**config.mk**
```make
export PLATFORM = sky130hd
export DESIGN_NAME = shift_reg_univ
export DESIGN_NICKNAME = d
export VERILOG_FILES = /design/src/rtl/srg_pkg.sv /design/src/rtl/ffd_en_cell.sv /design/src/rtl/shift_reg_univ.sv
export SDC_FILE = /design/constraint.sdc
export NUM_CORES = 1
export LEC_CHECK = 0
export BUFFER_PORTS_ARGS = -buffer_cell sky130_fd_sc_hd__clkbuf_2
export CELL_PAD_IN_SITES_DETAIL_PLACEMENT = 1
export CELL_PAD_IN_SITES_GLOBAL_PLACEMENT = 1
export CORE_MARGIN = 5
export CORE_UTILIZATION = 32
export CTS_CLUSTER_SIZE = 24
export DETAILED_ROUTE_END_ITERATION = 8
export PLACE_DENSITY_LB_ADDON = 0.2
export SETUP_SLACK_MARGIN = 0.15
export SLEW_MARGIN = 20
export SYNTH_ARGS = -nofsm -noshare
export SYNTH_HDL_FRONTEND = slang
export SYNTH_SLANG_ARGS = --single-unit
```
**constraint.sdc**
```tcl
create_clock -name clk -period 1.4 [get_ports clk]
set_input_delay 0.21 -clock clk [delete_from_list [all_inputs] [get_ports clk]]
set_output_delay 0.21 -clock clk [all_outputs]
set_load 0.01 [all_outputs]
```
**src/rtl/srg_pkg.sv**
```systemverilog
// Shared definitions for the universal shift register: operation codes
// and a helper classifying which operations advance the shift counter.
package srg_pkg;

  localparam logic [2:0] MODE_HOLD = 3'b000;
  localparam logic [2:0] MODE_LOAD = 3'b001;
  localparam logic [2:0] MODE_SHL  = 3'b010;
  localparam logic [2:0] MODE_SHR  = 3'b011;
  localparam logic [2:0] MODE_ROL  = 3'b100;
  localparam logic [2:0] MODE_ROR  = 3'b101;
  localparam logic [2:0] MODE_CLR  = 3'b110;
  localparam logic [2:0] MODE_RSVD = 3'b111;

  function automatic logic is_shift_mode(input logic [2:0] m);
    logic r;
    case (m)
      MODE_SHL, MODE_SHR, MODE_ROL, MODE_ROR: r = 1'b1;
      default:                                r = 1'b0;
    endcase
    return r;
  endfunction

endpackage

```
**src/rtl/ffd_en_cell.sv**
```systemverilog
// Single-bit D flip-flop with clock enable, synchronous active-high reset
// and a per-instance reset value.
module ffd_en_cell #(
  parameter logic RESET_BIT = 1'b0
) (
  input  logic clk,
  input  logic reset,
  input  logic en,
  input  logic d,
  output logic q
);

  logic q_q;

  // Storage bit: reset wins, otherwise capture d when enabled
  always_ff @(posedge clk) begin
    if (reset) begin
      q_q <= RESET_BIT;
    end else if (en) begin
      q_q <= d;
    end else begin
      q_q <= q_q;
    end
  end

  assign q = q_q;

endmodule

```
**src/rtl/shift_reg_univ.sv**
```systemverilog
// Universal WIDTH-bit register: load, shift/rotate both ways, clear, with a
// serial output and a done pulse after every WIDTH shift/rotate operations.
module shift_reg_univ
  import srg_pkg::*;
#(
  parameter int               WIDTH     = 4,
  parameter logic [WIDTH-1:0] RESET_VAL = {WIDTH{1'b0}}
) (
  input  logic             clk,
  input  logic             reset,
  input  logic             enable,
  input  logic [2:0]       mode,
  input  logic [WIDTH-1:0] d,
  input  logic             sin,
  output logic [WIDTH-1:0] q,
  output logic             sout,
  output logic             done
);

  localparam int CW = $clog2(WIDTH + 1);

  logic [WIDTH-1:0] q_d;
  logic [WIDTH-1:0] q_q;
  logic [CW-1:0]    cnt_d;
  logic [CW-1:0]    cnt_q;
  logic             sout_d;
  logic             sout_q;
  logic             done_d;
  logic             done_q;

  // Next-state selection for data, serial output and shift counter
  always_comb begin
    q_d    = q_q;
    sout_d = sout_q;
    cnt_d  = cnt_q;
    done_d = 1'b0;
    if (enable) begin
      case (mode)
        MODE_LOAD: begin
          q_d   = d;
          cnt_d = {CW{1'b0}};
        end
        MODE_SHL: begin
          q_d    = {q_q[WIDTH-2:0], sin};
          sout_d = q_q[WIDTH-1];
        end
        MODE_SHR: begin
          q_d    = {sin, q_q[WIDTH-1:1]};
          sout_d = q_q[0];
        end
        MODE_ROL: begin
          q_d    = {q_q[WIDTH-2:0], q_q[WIDTH-1]};
          sout_d = q_q[WIDTH-1];
        end
        MODE_ROR: begin
          q_d    = {q_q[0], q_q[WIDTH-1:1]};
          sout_d = q_q[0];
        end
        MODE_CLR: begin
          q_d    = {WIDTH{1'b0}};
          sout_d = 1'b0;
          cnt_d  = {CW{1'b0}};
        end
        default: begin
          q_d = q_q;
        end
      endcase
      // Reaching WIDTH wraps straight to zero; done marks that edge
      if (is_shift_mode(mode)) begin
        if (cnt_q == CW'(WIDTH - 1)) begin
          cnt_d  = {CW{1'b0}};
          done_d = 1'b1;
        end else begin
          cnt_d = cnt_q + CW'(1);
        end
      end else begin
        done_d = 1'b0;
      end
    end else begin
      done_d = 1'b0;
    end
  end

  for (genvar i = 0; i < WIDTH; i++) begin : g_bit
    ffd_en_cell #(
      .RESET_BIT (RESET_VAL[i])
    ) u_cell (
      .clk   (clk),
      .reset (reset),
      .en    (enable),
      .d     (q_d[i]),
      .q     (q_q[i])
    );
  end

  // Control state: serial output, shift counter, done pulse
  always_ff @(posedge clk) begin
    if (reset) begin
      sout_q <= 1'b0;
      cnt_q  <= {CW{1'b0}};
      done_q <= 1'b0;
    end else begin
      sout_q <= sout_d;
      cnt_q  <= cnt_d;
      done_q <= done_d;
    end
  end

  assign q    = q_q;
  assign sout = sout_q;
  assign done = done_q;

endmodule

```
==> run metrics <==
status completed; Routed wire per std cell 13.4 µm; Top Ports 17; final critical-path setup slack 0.286 ns; DRT antenna net count 0; Tmin final 1.11 ns; Clock power frac between 30% and 40%; Cells after Synth 74; Worst Path Arrival 1.26 ns; Worst R2R Path Depth 4; crit end category flop; sequential cell area 180 µm²; HPWL after DPL 1160 µm; initial cell density of the core between 30% and 40%; Yosys reg bits 9; total wire length 1540 µm; DRT Pass-1 Iters 4; Clock Sinks 9; Skew-Pair Late Insertion Delay 0.27 ns; Via Count around 600; CTS root buf clkbuf_4; Yosys top cell by area dfxtp_1; top cell type's share of synthesized area slightly below 30%; initial antenna violation count 0; Yosys warnings 0; Syn Area/Cell a little over 8 µm²; placed instance count ~110; Max Freq 898 MHz; RR Startpoint g_bit[0].u_cell.q; row cnt 15; CTS tree done; WHS Path Cells 3; max-cap violation count 0; register area share after synthesis 29.6%; first-pass GRT wire length 2560 µm; post-route cell area 717 µm²; synth top area cells dfxtp_1, a211oi_2, buf_4; CP max FO 7; I/O Buffers 16; Reg2Reg Setup Slack 0.29 ns; DRC viols 0; number of setup violations in the final report 0; share of cells above drive strength 1 34.4%; clock transition at the registers of the reported paths 0.07 ns; Slew @ Worst Pin approximately 0.32 ns; DP Worst Slack -0.000143 ns; VDD IR max 488 µV; internal power 448 µW; Core ar. 1760 µm²; Die Y 53.6 µm; RR Endpoint g_bit[3].u_cell.q; footprint of the multi-input gates 343 µm²; GRT Resource Usage Total 12.6%; clk_skew 0.0108 ns; htree depth 1; CTS Buf Count 3; final hold slack 0.195 ns; area delta synth->final 17.9%; fillers 241; Rel. slew slack 78.4%; Setup CP Type in -> reg; placed instance area just under 700 µm²; Mapped Area 608 µm²; CTS Hold Bufs 0; final net count 103; crit start category input port; Pleak 0.000310 µW; vias in the first global route 571; gr ovfl total 0; syn_nets 86; Non-Filler Instances between 100 and 150; CTS Buffer Depth 2; final period utilization 79.5%; sw frac approximately 30%; Max Slew Vio Count 0; Final Hold Viols 0; Seq pwr share 43.7%; post-synthesis cell type count 31; die width 53.6 µm; Die Footprint about 2900 µm²; Critical Path RT 1.55 ns; RSZ-0062 raised after global routing false; Net Sw Power 197 µW; Vias/cell between 5 and 6; first-iteration detailed-routing DRC count 10; Post-CTS Setup Repair Bufs 0; Post-CTS Resized 0; RePlAce Congestion 0.705; Worst Hold End g_bit[0].u_cell.q; antenna fix cells 0; setup_tns 0 ns; worst min-delay path startpoint d[0]; largest net degree at the start of global routing 14; combinational share of power between 20% and 30%; pwr dens 900 nW/µm²; Hold WC Path Type in -> reg
-- worst max-delay path, cell delays in order --
cell and delay (ns):
clkbuf_2 0.11, and3_4 0.19, or3_1 0.46, a211oi_2 0.22
a221oi_2 0.08
-- metrics by stage --
stage          total power [µW]  utilization (%)
2_1_floorplan               402                -
3_3_place_gp                438             39.1
3_5_place_dp                441             39.1
4_1_cts                     655             40.6
5_1_grt                     689             40.6
6_report                    645             40.6
-- cells by family (layout without fill, tap and decap cells) --
| kind of cell | count (synthesis) | count (layout) | share of synthesized area (%) |
|---|---|---|---|
| and+or+nand+nor | 30 | 30 | 26.5 |
| AOI/OAI and AO/OA | 18 | 18 | 23.0 |
| buffers and inverters | 13 | 29 | 14.0 |
| DFF | 9 | 9 | 29.6 |
| muxes | 2 | 2 | 3.29 |
| adders and majority gates | 1 | 1 | 2.06 |
| xor gates and xnor gates | 1 | 1 | 1.44 |
-- worst max-delay path by stage --
stage	slack, ns	depth (start not counted)	startpoint	endpoint
final	0.29	5	mode[2]	g_bit[3].u_cell.q
after global routing	0.16	4	g_bit[0].u_cell.q	g_bit[3].u_cell.q
after CTS	0.28	4	g_bit[3].u_cell.q	sout
after detailed placement	-0.0001	5	mode[2]	g_bit[3].u_cell.q
after global placement	0.03	5	mode[2]	g_bit[3].u_cell.q
after floorplan	0.10	6	mode[2]	g_bit[3].u_cell.q
-- state kept, by name (all words and copies together), names as in the netlist --
signal,count
done,1
g_bit.u_cell.q,4
sout,1
cnt_q,3
-- area by class of cell --
class                      count  area share [%]
sequential                     9            25.1
inverter                       3            1.57
tap                           25            4.36
clock buffer                   4            3.66
multi-input combinational     52            47.8
timing repair buffer          22            17.5
-- synth_stat cells --
master and n:
buf_2 2, a211oi_1 2, o31ai_1 2, buf_4 5
a221oi_2 1, buf_1 1, and3_4 1, nand4_1 1
nor3_2 1, dfxtp_1 9, nand2_1 6, mux2i_1 2
inv_1 3, nand4b_1 1, buf_6 2, and3b_1 1
a311oi_1 1, a21oi_1 5, a31oi_1 1, nand3_1 2
xor2_1 1, nor2_1 8, ha_1 1, or3_1 1
nor3_1 4, a21o_1 1, a211oi_2 3, o21ai_0 2
nor2b_1 1, nand2b_1 1, nor3b_1 2
-- per-layer routing --
layer	track usage, %	vias to the layer above	part of all wire (%)
met5	0	-	0
met4	5.11	0	0.78
met3	2.77	2	5.2
met2	21.0	14	49
met1	15.6	287	45
li1	-	292	-
-- power groups by stage --
stage | Clock [µW] | Sequential [µW] | Combinational (µW)
after CTS | 217 | 282 | 155
after global routing | 233 | 285 | 171
after floorplan | 0 | 284 | 117
after detailed placement | 0 | 288 | 153
after global placement | 0 | 288 | 151
final | 211 | 282 | 153
-- layout by cell type, fill, tap and decap left out, drive strengths merged --
cell     n
buf      6
o21ai    2
o31ai    2
clkbuf  20
a221oi   1
nand2b   1
a311oi   1
nor2b    1
and3     1
nand4    1
and3b    1
a211oi   5
mux2i    2
a31oi    1
nor2     8
nand2    6
inv      3
xor2     1
nand4b   1
a21o     1
nor3     5
nand3    2
or3      1
a21oi    5
ha       1
dfxtp    9
nor3b    2
(Power assumes the default switching activity.)
